[src/rtl/m_table_builder.sv]
// m_table_builder: fills a reciprocal table, entry d = ceil(2^W / d) saturated
// to W bits, entry 0 = all-ones. One restoring division per entry, one quotient
// bit per cycle. The sticky divide-by-zero debug flag exists only when the
// macro M_TABLE_BUILDER_DBG_EN is defined; otherwise it is tied to 0.
module m_table_builder #(
    parameter int unsigned BUFFER_DEPTH  = 2048,
    parameter int unsigned M_TABLE_WIDTH = 32
) (
    input  logic                            clk_i,
    input  logic                            rst_ni,
    input  logic                            start_i,
    output logic                            busy_o,
    output logic                            done_o,
    output logic                            wr_en_o,
    output logic [$clog2(BUFFER_DEPTH)-1:0] wr_addr_o,
    output logic [M_TABLE_WIDTH-1:0]        wr_data_o,
    input  logic                            clear_debug_DIV_BY_ZERO_i,
    output logic                            debug_DIV_BY_ZERO_o
);

    localparam int unsigned W  = M_TABLE_WIDTH;
    localparam int unsigned AW = $clog2(BUFFER_DEPTH);
    localparam int unsigned CW = $clog2(W + 1);
    localparam logic [AW-1:0] LAST_D = AW'(BUFFER_DEPTH - 1);

    typedef enum logic [2:0] {
        IDLE,
        ZERO,
        LOAD,
        DIV,
        WRITE,
        FIN
    } state_t;

    state_t        state_q, state_d;
    logic [AW-1:0] d_q, d_d;       // current divisor, doubles as write address
    logic [AW-1:0] rem_q, rem_d;   // partial remainder, always < d
    logic [W:0]    quo_q, quo_d;   // dividend shifted out, quotient shifted in
    logic [CW-1:0] cnt_q, cnt_d;   // quotient bits produced so far

    logic [AW:0]   trial;
    logic [AW-1:0] diff;
    logic [W:0]    dividend;

    // Next-state, datapath and strobe decode
    always_comb begin
        state_d  = state_q;
        d_d      = d_q;
        rem_d    = rem_q;
        quo_d    = quo_q;
        cnt_d    = cnt_q;
        busy_o   = 1'b1;
        done_o   = 1'b0;
        wr_en_o  = 1'b0;
        trial    = {rem_q, quo_q[W]};
        // trial >= d implies trial - d < d, so the low AW bits hold the result
        diff     = trial[AW-1:0] - d_q;
        dividend = '0;
        dividend[W] = 1'b1;
        dividend[AW-1:0] = d_q - AW'(1);

        case (state_q)
            IDLE: begin
                busy_o = 1'b0;
                if (start_i) begin
                    state_d = ZERO;
                    d_d     = '0;
                end
            end
            ZERO: begin
                wr_en_o = 1'b1;
                d_d     = AW'(1);
                state_d = LOAD;
            end
            LOAD: begin
                rem_d   = '0;
                quo_d   = dividend;
                cnt_d   = '0;
                state_d = DIV;
            end
            DIV: begin
                if (trial >= {1'b0, d_q}) begin
                    rem_d = diff;
                    quo_d = {quo_q[W-1:0], 1'b1};
                end else begin
                    rem_d = trial[AW-1:0];
                    quo_d = {quo_q[W-1:0], 1'b0};
                end
                cnt_d = cnt_q + CW'(1);
                if (cnt_q == CW'(W)) begin
                    state_d = WRITE;
                end
            end
            WRITE: begin
                wr_en_o = 1'b1;
                if (d_q == LAST_D) begin
                    state_d = FIN;
                end else begin
                    d_d     = d_q + AW'(1);
                    state_d = LOAD;
                end
            end
            FIN: begin
                done_o  = 1'b1;
                state_d = IDLE;
            end
            default: begin
                state_d = IDLE;
            end
        endcase
    end

    // FSM and datapath registers
    always_ff @(posedge clk_i or negedge rst_ni) begin
        if (!rst_ni) begin
            state_q <= IDLE;
            d_q     <= '0;
            rem_q   <= '0;
            quo_q   <= '0;
            cnt_q   <= '0;
        end else begin
            state_q <= state_d;
            d_q     <= d_d;
            rem_q   <= rem_d;
            quo_q   <= quo_d;
            cnt_q   <= cnt_d;
        end
    end

    assign wr_addr_o = d_q;
    // Quotient bit W is set only for d = 1 (2^W); clamp it rather than wrap to 0
    assign wr_data_o = (state_q == ZERO) ? '1 :
                       (quo_q[W] ? '1 : quo_q[W-1:0]);

`ifdef M_TABLE_BUILDER_DBG_EN
    logic dbg_q, dbg_d;

    // Sticky flag: set after the entry-0 write, set wins over a same-cycle clear
    always_comb begin
        dbg_d = dbg_q;
        if (clear_debug_DIV_BY_ZERO_i) begin
            dbg_d = 1'b0;
        end
        if (state_q == ZERO) begin
            dbg_d = 1'b1;
        end
    end

    // Flag register
    always_ff @(posedge clk_i or negedge rst_ni) begin
        if (!rst_ni) begin
            dbg_q <= 1'b0;
        end else begin
            dbg_q <= dbg_d;
        end
    end

    assign debug_DIV_BY_ZERO_o = dbg_q;
`else
    logic unused_clear_dbg;
    assign unused_clear_dbg    = clear_debug_DIV_BY_ZERO_i;
    assign debug_DIV_BY_ZERO_o = 1'b0;
`endif

endmodule

[config.mk]
export PLATFORM = sky130hd
export DESIGN_NAME = m_table_builder
export DESIGN_NICKNAME = d
export VERILOG_FILES = /design/src/rtl/m_table_builder.sv
export SDC_FILE = /design/constraint.sdc
export NUM_CORES = 1
export LEC_CHECK = 0
export CAP_MARGIN = 10
export CORE_MARGIN = 2
export CORE_UTILIZATION = 50
export CTS_CLUSTER_SIZE = 24
export DETAILED_ROUTE_END_ITERATION = 10
export PLACE_DENSITY = 0.73
export SLEW_MARGIN = 20
export SYNTH_ARGS = -nofsm -noshare
export SYNTH_HDL_FRONTEND = slang
export SYNTH_SLANG_ARGS = --single-unit
export TNS_END_PERCENT = 50
[constraint.sdc]
create_clock -name clk_i -period 2.65 [get_ports clk_i]
set_input_delay 0.53 -clock clk_i [delete_from_list [all_inputs] [get_ports clk_i]]
set_output_delay 0.53 -clock clk_i [all_outputs]
set_load 0.02 [all_outputs]
==> results of run 1 <==
repair_timing:
item / 4_1_cts / 5_1_grt
gates resized for setup: 1 / 1
setup buffers: 2 / 0
pin swaps: 1 / 3
endpoints found under the setup margin: 28 / 13
endpoints found under the hold margin: 0 / 0
per-layer routing:
metal	vias up	GRT usage [%]	routed length (um)
li1	1688	-	-
met1	1631	30.5	4020
met2	103	38.3	4550
met3	14	4.07	467
met4	0	7.96	152
met5	-	0	0
registers in the layout, summed over array words and instances (netlist names):
signal	count
cnt_q	6
rem_q	11
quo_q	33
state_q	3
wr_addr_o	11
Yosys cell counts, types with 6 or more instances:
cell type	instances
nor2_1	30
nand2b_1	33
mux2i_1	12
buf_1	6
nor3_1	15
clkbuf_1	14
o21ai_1	6
ha_1	15
nand2_1	78
o21ai_0	35
dfrtp_1	64
xnor2_1	18
or3_1	7
a21oi_1	28
nand3_1	34
inv_1	19
through the flow:
step                hold slack [ns]  area [um2]  std cells  TNS, ns  setup slack, ns
floorplan                     0.234        3900        464        0           0.0820
global placement              0.468        4540        605        0            0.138
detailed placement            0.479        4540        605        0           0.0647
CTS                           0.390        4760        623        0           0.0132
global route                  0.430        4770        623  -0.0515          -0.0268
finish                        0.333        4770        623        0           0.0873
final cells by class:
type / instances / area share (%)
multi-input combinational: 355 / 44.6
tap: 102 / 2.68
clock buffer: 10 / 2.89
timing repair buffer: 67 / 13.3
inverter: 19 / 1.50
sequential: 64 / 33.6
clock inverter: 6 / 1.42
power groups by stage:
stage | logic, uW | registers, uW | clock network, uW
floorplan | 2.65 | 995 | 0
finish | 23.7 | 976 | 884
CTS | 25.9 | 976 | 897
global placement | 25.4 | 995 | 0
global route | 28.6 | 976 | 931
detailed placement | 26.0 | 995 | 0
kinds of logic after synthesis:
kind of cell               count (synthesis)  synth area share, %
xor gates and xnor gates                  20                 4.49
and+or+nand+nor                          213                 26.5
other                                      1               0.0962
AOI/OAI and AO/OA                         91                 14.1
muxes                                     14                 3.66
DFF                                       64                 41.1
buffers and inverters                     45                 4.75
adders and majority gates                 16                 5.33
how the worst min path moves through the flow:
stage | to | slack, ns | cells after the start
2_1_floorplan | cnt_q[0] | 0.23 | 0
3_3_place_gp | quo_q[30] | 0.47 | 2
3_5_place_dp | quo_q[22] | 0.48 | 2
4_1_cts | rem_q[1] | 0.39 | 2
5_1_grt | wr_addr_o[10] | 0.43 | 2
6_report | rem_q[9] | 0.33 | 2
==> summary.md, run 1 <==
| Metric | Value |
|---|---|
| Area Overhead vs Synth | `22.3%` |
| Worst Setup SP | `state_q[0]` |
| Final min period | `2.56 ns` |
| Vias/cell | `5.52` |
| Antenna violations before repair | `0` |
| RSZ-0062 raised after global routing | `true` |
| Drt initial violations | `202` |
| Vias in the first global route | `3304` |
| Comb power frac | `1.3%` |
| Skew final | `0.0156 ns` |
| Sequential share of power | `51.8%` |
| Fillers | `663` |
| CTS Root Cell | `clkbuf_8` |
| Inserted Diodes | `0` |
| FF/Latch Area | `0.00160 mm2` |
| Die height | `92.3 um` |
| CTS tree | `done` |
| R2R Path End | `rem_q[5]` |
| Most used DFF post-synth | `dfrtp_1` |
| Detail Route Antenna Nets | `0` |
| Int Power | `1440 uW` |
| Status | `finished clean` |
| Port Buf Inserts | `48` |
| Clock sink count | `64` |
| Reg-to-reg slack, setup | `0.13 ns` |
| Clock latency on the worst-skew pair | `0.35 ns` |
| CP max FO | `50` |
| Ordered list of cells on the worst path | `buf_6 > or3_1 > clkdlybuf4s50_1` |
| Switching pwr | `441 uW` |
| Area leader, netlist | `dfrtp_1` |
| Kind of critical path | `reg2out` |
| Seq/Total Area, Yosys | `41.1%` |
| Core area | `0.00765 mm2` |
| Synth top area cells | `dfrtp_1 41%, nand2_1 7.5%, nand2b_1 5.3%, ha_1 4.8%, o21ai_0 4.5%` |
| Final Cycle Share | `96.7%` |
| FMAX | `390 MHz` |
| Die W | `92.3 um` |
| First-pass GRT wire length | `15700 um` |
| DP Wirelength | `6340 um` |
| Crit Reg-Reg Startpoint | `quo_q[32]` |
| Number of failing setup endpoints in the final timing report | `0` |
| Worst-Margin Slew | `0.819 ns` |
| Req. time, crit path | `2.12 ns` |
| Worst slew margin | `45.4%` |
| Bufs and invs on worst path | `2` |
| Crit path max-delay family | `buffers and inverters` |
| Die area | `0.00852 mm2` |
| I/O pins | `51` |
| GRT Total Usage | `23.1%` |
| Nature of the critical path endpoint | `primary output` |
| Commonest non-fill, non-tap cell in the layout | `nand2_1` |
| Via count | `3436` |
| Yosys warnings | `0` |
| Slowest stage cell, crit path | `clkdlybuf4s50_1` |
| Critical path launch point type | `register` |
| Multi-input logic area | `0.00213 mm2` |
| Post-Synthesis Cells | `464` |
| DRC violations left | `0` |
| Net Sw Frac | `23.4%` |
| Largest net degree at the start of global routing | `65` |
| Synth cell types | `52` |
| Syn nets | `484` |
| Setup crit end | `busy_o` |
| Top cell type's share of synthesized area | `41.1%` |
| Routability cong. | `0.905` |
| WL final | `9190 um` |
| Reg2Reg Depth | `10` |
| Max Cap Violations | `0` |
| Clock slew at reported path FFs | `0.08 ns` |
| Crit path DAT | `2.03 ns` |
| Async SR Flop Fraction | `100%` |
| # H-tree levels | `3` |
| Total gr overflow | `0` |
| Max VDD drop | `219 uV` |
| Fin. max-slew vios | `0` |
| Worst hold path class | `in2async` |
| Proportion of layout cells with a drive suffix above 1 | `9.40%` |
| Buffer levels on the longest clock path | `2` |
| Synth Area per Inst | `8.40 um2` |
| DR WL/cell | `14.7 um` |
| Leak | `0.00221 uW` |
| Power per cell area | `395 mW/mm2` |
| Commonest cells after routing, fill and taps aside | `78 x nand2_1, 64 x dfrtp_1, 47 x clkdlybuf4s50_1` |
| Post-CTS Hold Buffers | `0` |
| Row count | `32` |
| Nets | `536` |
| Initial Util | `51.0%` |
| EDFF count, synth | `0` |
| Drt first pass iters | `4` |
| Synthesized cell area | `0.00390 mm2` |
| Pwr Total | `1880 uW` |
| Max incr delay on CP | `0.56 ns` |
| Final hold viol count | `0` |
| Fin util | `62.4%` |
| Critical Path Stages | `3` |
| Num CTS Buffers | `9` |
| Clock Power Share | `46.9%` |
| Number of synthesized register bits | `64` |
No activity file was read; power rests on OpenSTA's default activity.
==> run 2: changes to the inputs <==
- CORE_MARGIN: 2 -> unset
- clock period: 2.65 -> 3.3 ns (I/O delays scaled with it)
==> run 2 against run 1 <==
Compared with the run above: cell area down 2.9%; clock-buffer cell count fell by 1; critical endpoint is now wr_data_o[0]; largest cell class unchanged; die area fell by 4.3%; largest power group unchanged; sequential power fell by 20%; combinational power fell by 14%; flip-flop and latch count unchanged; register-to-register slack gained 0.33 ns; non-clock buffer count decreased by 10; first-iteration DRC count is 8.4% higher.
==> summary.md, run 2 (same netlist as run 1, synthesis figures left out) <==
| Metric | Value |
|---|---|
| Setup crit end | `wr_data_o[0]` |
| Post-CTS Resized | `0 (-1)` |
| Req. time, crit path | `2.64 ns (+0.52 ns)` |
| Post-Route Setup TNS | `0 ns (unchanged)` |
| Final min period | `2.89 ns` |
| Slowest stage cell, crit path | `dfrtp_1` |
| Reg-to-reg slack, setup | `0.46 ns (+0.33 ns)` |
| R2R Path End | `rem_q[5]` |
| Skew final | `0.0111 ns (-0.00453 ns)` |
| Net Sw Frac | `24.8% (+1.3 points)` |
| Drt first pass iters | `5 (+1)` |
| Nature of the critical path endpoint | `primary output` |
| Clock slew at reported path FFs | `0.08 ns (about the same)` |
| # H-tree levels | `3 (unchanged)` |
| Reg2Reg Depth | `8 (-2)` |
| Nets | `526 (-1.9%)` |
| Num CTS Buffers | `9 (unchanged)` |
| Kind of critical path | `reg2out` |
| Max reg flops | `33 (unchanged)` |
| Post-CTS Hold Buffers | `0 (unchanged)` |
| Clock Power Share | `42.9% (-4.0 points)` |
| Biggest register | `quo_q` |
| Fin Hold WS | `0.475 ns (+0.141 ns)` |
| Int Power | `1060 uW (-27%)` |
| Power per cell area | `304 mW/mm2 (-23%)` |
| Crit path DAT | `2.23 ns (+0.20 ns)` |
| Number of failing setup endpoints in the final timing report | `0 (unchanged)` |
| I/O pins | `51 (unchanged)` |
| Final hold viol count | `0 (unchanged)` |
| Crit path max-delay family | `buffers and inverters` |
| Inserted Diodes | `0 (unchanged)` |
| FMAX | `346 MHz` |
| Sequential share of power | `55.7% (+3.9 points)` |
| Drt initial violations | `219 (+8.4%)` |
| Buffer levels on the longest clock path | `2 (unchanged)` |
| CP max FO | `32 (-36%)` |
| Crit Reg-Reg Startpoint | `wr_addr_o[6]` |
| Clock sink count | `64 (unchanged)` |
| Ordered list of cells on the worst path | `nor2_1 > a21oi_2 > buf_4 > nand2b_1 > clkdlybuf4s50_1` |
| Routability cong. | `0.846 (-6.5%)` |
| CTS Root Cell | `clkbuf_8` |
| Fin. max-slew vios | `0 (unchanged)` |
| DR WL/cell | `14.9 um (+0.91%)` |
| Status | `finished clean` |
| Antenna violations before repair | `0 (unchanged)` |
| Max Cap Violations | `0 (unchanged)` |
| Vias/cell | `5.59 (+1.3%)` |
| Worst slew margin | `33.1% (-12 points)` |
| Leak | `0.00214 uW (-3.2%)` |
| Setup Fix Bufs, Post-CTS | `0 (-2)` |
| Commonest non-fill, non-tap cell in the layout | `nand2_1` |
| Total gr overflow | `0 (unchanged)` |
| DRC violations left | `0 (unchanged)` |
| Largest net degree at the start of global routing | `45 (-31%)` |
| Commonest cells after routing, fill and taps aside | `78 x nand2_1, 64 x dfrtp_1, 47 x clkdlybuf4s50_1` |
| Die height | `90.3 um (-2.2%)` |
| WL final | `9080 um (-1.2%)` |
| Final Cycle Share | `87.6%` |
| Port Buf Inserts | `48 (unchanged)` |
| DP Wirelength | `6340 um (about the same)` |
| Comb power frac | `1.4% (about the same)` |
| Worst-Margin Slew | `1.00 ns (+0.185 ns)` |
| Row count | `31 (-3.1%)` |
| RSZ-0062 raised after global routing | `false` |
| Max VDD drop | `204 uV (-6.7%)` |
| First-pass GRT wire length | `15600 um (-0.75%)` |
| Critical path launch point type | `register` |
| Proportion of layout cells with a drive suffix above 1 | `7.63% (-1.8 points)` |
| Initial Util | `52.6% (+1.6 points)` |
| Worst hold path class | `in2async` |
| Critical Path Stages | `5 (+2)` |
| Worst Setup SP | `state_q[1]` |
| Vias in the first global route | `3280 (-0.73%)` |
| Via count | `3407 (-0.84%)` |
| Clock latency on the worst-skew pair | `0.35 ns (about the same)` |
| Die W | `90.3 um (-2.2%)` |
| Core area | `0.00741 mm2 (-3.1%)` |
| Area Overhead vs Synth | `18.8%` |
| Switching pwr | `349 uW (-21%)` |
| Die area | `0.00815 mm2 (-4.3%)` |
| CTS tree | `done` |
| Detail Route Antenna Nets | `0 (unchanged)` |
| Max incr delay on CP | `0.58 ns (+0.02 ns)` |
| GRT Total Usage | `23.7% (+0.67 points)` |
| Bufs and invs on worst path | `2 (unchanged)` |
run 2: cell count changes in the layout (fill, tap and decap cells not counted), sizes merged:
cell	before	now
buf	20	10
bufinv	1	0
clkbuf	10	9
clkinv	2	4
run 2: metrics by stage:
| step | worst slack (ns) | area, um2 | std cells | power, uW | util, % |
|---|---|---|---|---|---|
| floorplan | 0.732 | 3900 | 464 | 801 | - |
| global placement | 0.566 | 4460 | 594 | 821 | 60.2 |
| detailed placement | 0.501 | 4460 | 594 | 820 | 60.2 |
| CTS | 0.402 | 4630 | 610 | 1420 | 62.5 |
| global route | 0.265 | 4630 | 610 | 1450 | 62.5 |
| finish | 0.411 | 4630 | 610 | 1410 | 62.5 |
run 2: area by class of cell:
type	count	area, um2
Clock buffer	9	124
Timing Repair Buffer	57	543
Sequential cell	64	1600
Tap cell	99	124
Multi-Input combinational cell	355	2120
Fill cell	621	2780
Clock inverter	7	47.5
Inverter	19	71.3
run 2: layer usage:
metal	vias to the layer above	part of all wire (%)	track usage, %
met2	93	48	39.0
met4	0	1.7	7.66
li1	1673	-	-
met3	13	4.0	4.46
met1	1628	46	31.7
met5	-	0	0
run 2: power by group through the flow:
stage | sequential [uW] | combinational [uW] | clock, uW
2_1_floorplan | 799 | 2.13 | 0
3_5_place_dp | 799 | 21.4 | 0
3_3_place_gp | 799 | 21.6 | 0
5_1_grt | 783 | 23.5 | 646
4_1_cts | 784 | 21.4 | 611
6_report | 784 | 20.3 | 603
run 2: how the worst min path moves through the flow:
stage	from	end	slack, ns	depth (start not counted)
6_report	rst_ni	rem_q[10]	0.47	1
5_1_grt	quo_q[25]	quo_q[25]	0.51	2
4_1_cts	quo_q[28]	quo_q[28]	0.49	2
3_5_place_dp	quo_q[28]	quo_q[28]	0.47	2
3_3_place_gp	quo_q[30]	quo_q[30]	0.47	2
2_1_floorplan	rst_ni	cnt_q[0]	0.36	0
==> run 3: changes to the inputs <==
- DONT_BUFFER_PORTS: unset -> 1
- PLACE_DENSITY: 0.73 -> unset
==> run 3 against run 2 <==
Compared with the run above: setup slack better by 0.13 ns; clock skew shrank 0.0010 ns; via count down 6.3%; power is 5.2% higher; maximum frequency grew 4.6%; flip-flop and latch count unchanged; sequential share of layout area is 2.9 points higher; global-route usage shrank 0.099 points; register-to-register slack gained 0.08 ns.
==> summary.md, run 3 (same netlist as run 1, synthesis figures left out) <==
| Metric | Value |
|---|---|
| Final hold viol count | `0 (unchanged)` |
| Pre-CTS worst setup slack | `0.519 ns (+0.0180 ns)` |
| DR WL/cell | `15.7 um (+5.5%)` |
| Final Cycle Share | `83.7% (-3.8 points)` |
| Port Buf Inserts | `0 (-100%)` |
| Clock slew at reported path FFs | `0.08 ns (about the same)` |
| Vias in the first global route | `2945 (-10%)` |
| Antenna violations before repair | `0 (unchanged)` |
| DP Wirelength | `6000 um (-5.4%)` |
| Inserted Diodes | `0 (unchanged)` |
| Post-Route Setup TNS | `0 ns (unchanged)` |
| Fin Hold WS | `0.162 ns (-0.313 ns)` |
| Biggest register | `quo_q` |
| Die height | `90.3 um (unchanged)` |
| Die W | `90.3 um (unchanged)` |
| Max Cap Violations | `0 (unchanged)` |
| Status | `finished clean` |
| Post-CTS Resized | `0 (unchanged)` |
| Critical path launch point type | `register` |
| Setup crit end | `rem_q[9]` |
| Reg-to-reg slack, setup | `0.54 ns (+0.08 ns)` |
| Proportion of layout cells with a drive suffix above 1 | `8.69% (+1.1 points)` |
| Largest net degree at the start of global routing | `48 (+6.7%)` |
| Total gr overflow | `0 (unchanged)` |
| DP Area | `0.00402 mm2 (-9.8%)` |
| Die area | `0.00815 mm2 (unchanged)` |
| Clock latency on the worst-skew pair | `0.34 ns (about the same)` |
| Worst-Margin Slew | `0.985 ns (-0.0186 ns)` |
| Worst Setup SP | `quo_q[32]` |
| CP max FO | `15 (-53%)` |
| Kind of critical path | `reg2reg` |
| Fin area | `0.00427 mm2 (-7.8%)` |
| R2R Path End | `rem_q[9]` |
| First-pass GRT wire length | `15000 um (-3.3%)` |
| Drt initial violations | `173 (-21%)` |
| Buffer levels on the longest clock path | `2 (unchanged)` |
| CTS Root Cell | `clkbuf_8` |
| Worst setup margin | `0.537 ns (+0.126 ns)` |
| Leak | `0.00203 uW (-5.1%)` |
| Worst hold path class | `in2async` |
| I/O pins | `51 (unchanged)` |
| FMAX | `362 MHz (+4.6%)` |
| Num CTS Buffers | `9 (unchanged)` |
| Area Overhead vs Synth | `9.53%` |
| CTS tree | `done` |
| Worst slew margin | `34.3% (+1.2 points)` |
| Power per cell area | `347 mW/mm2 (+14%)` |
| Post-CTS Hold Buffers | `3 (+3)` |
| Nature of the critical path endpoint | `register` |
| GRT Total Usage | `23.6% (-0.099 points)` |
| Detail Route Antenna Nets | `0 (unchanged)` |
| Skew final | `0.0100 ns (-0.00104 ns)` |
| RSZ-0062 raised after global routing | `false` |
| Pwr Total | `1480 uW (+5.2%)` |
| Commonest non-fill, non-tap cell in the layout | `nand2_1` |
| Max VDD drop | `211 uV (+3.1%)` |
| Clock sink count | `64 (unchanged)` |
| Nets | `487 (-7.4%)` |
| Final min period | `2.76 ns (-0.126 ns)` |
| Row count | `31 (unchanged)` |
| Reg2Reg Depth | `10 (+2)` |
| Initial Util | `52.6% (unchanged)` |
| Core area | `0.00741 mm2 (unchanged)` |
| Fin. max-slew vios | `0 (unchanged)` |
| Commonest cells after routing, fill and taps aside | `78 x nand2_1, 64 x dfrtp_1, 35 x o21ai_0` |
| Setup Fix Bufs, Post-CTS | `0 (unchanged)` |
| Routability cong. | `0.885 (+4.6%)` |
| # H-tree levels | `3 (unchanged)` |
| Crit Reg-Reg Startpoint | `quo_q[32]` |
| DRC violations left | `0 (unchanged)` |
| WL final | `8960 um (-1.3%)` |
| Max reg flops | `33 (unchanged)` |
| Req. time, crit path | `3.55 ns (+0.91 ns)` |
| Number of failing setup endpoints in the final timing report | `0 (unchanged)` |
| Crit path DAT | `3.01 ns (+0.78 ns)` |
| Drt first pass iters | `4 (-1)` |
| Vias/cell | `5.59 (+0.12%)` |
| Via count | `3193 (-6.3%)` |
run 3: worst min path at each step:
stage	start	to	slack, ns	depth (start not counted)
detailed placement	rst_ni	wr_addr_o[8]	0.37	0
global placement	rst_ni	wr_addr_o[8]	0.37	0
CTS	rst_ni	quo_q[5]	0.002	0
floorplan	rst_ni	cnt_q[0]	0.36	0
global route	rst_ni	wr_addr_o[5]	0.16	1
finish	rst_ni	wr_addr_o[5]	0.16	1
run 3: report_power, final:
part	switching, uW	total, uW	internal (uW)
logic	18.5	24.6	6.10
registers	0	784	784
clock network	320	673	353
run 3: area by class of cell:
cell class | count | area [um2]
Sequential cell | 64 | 1600
Inverter | 19 | 71.3
Fill cell | 677 | 3140
Timing Repair Buffer | 18 | 163
Clock buffer | 12 | 135
Multi-Input combinational cell | 355 | 2120
Tap cell | 99 | 124
Clock inverter | 4 | 55.1
run 3: critical path, cell delays in order, from the launching register on:
cell	delay (ns)
dfrtp_1	0.39
inv_1	0.10
ha_1	0.18
inv_1	0.05
fa_1	0.41
a211oi_2	0.29
o21ai_0	0.13
a21oi_1	0.21
o221ai_2	0.41
and4_1	0.32
o31ai_1	0.19
run 3: metal layers:
metal | track usage (%) | share of wire (%) | wire (um) | up-vias
met5 | 0 | 0 | 0 | -
met4 | 8.33 | 1.1 | 103 | 0
met3 | 4.29 | 3.9 | 350 | 8
met2 | 36.4 | 44 | 3990 | 73
met1 | 33.5 | 50 | 4520 | 1514
li1 | - | - | - | 1598
run 3: through the flow:
step	utilization, %	cells
floorplan	-	464
global placement	54.3	551
detailed placement	54.3	551
CTS	57.5	570
global route	57.6	571
finish	57.6	571
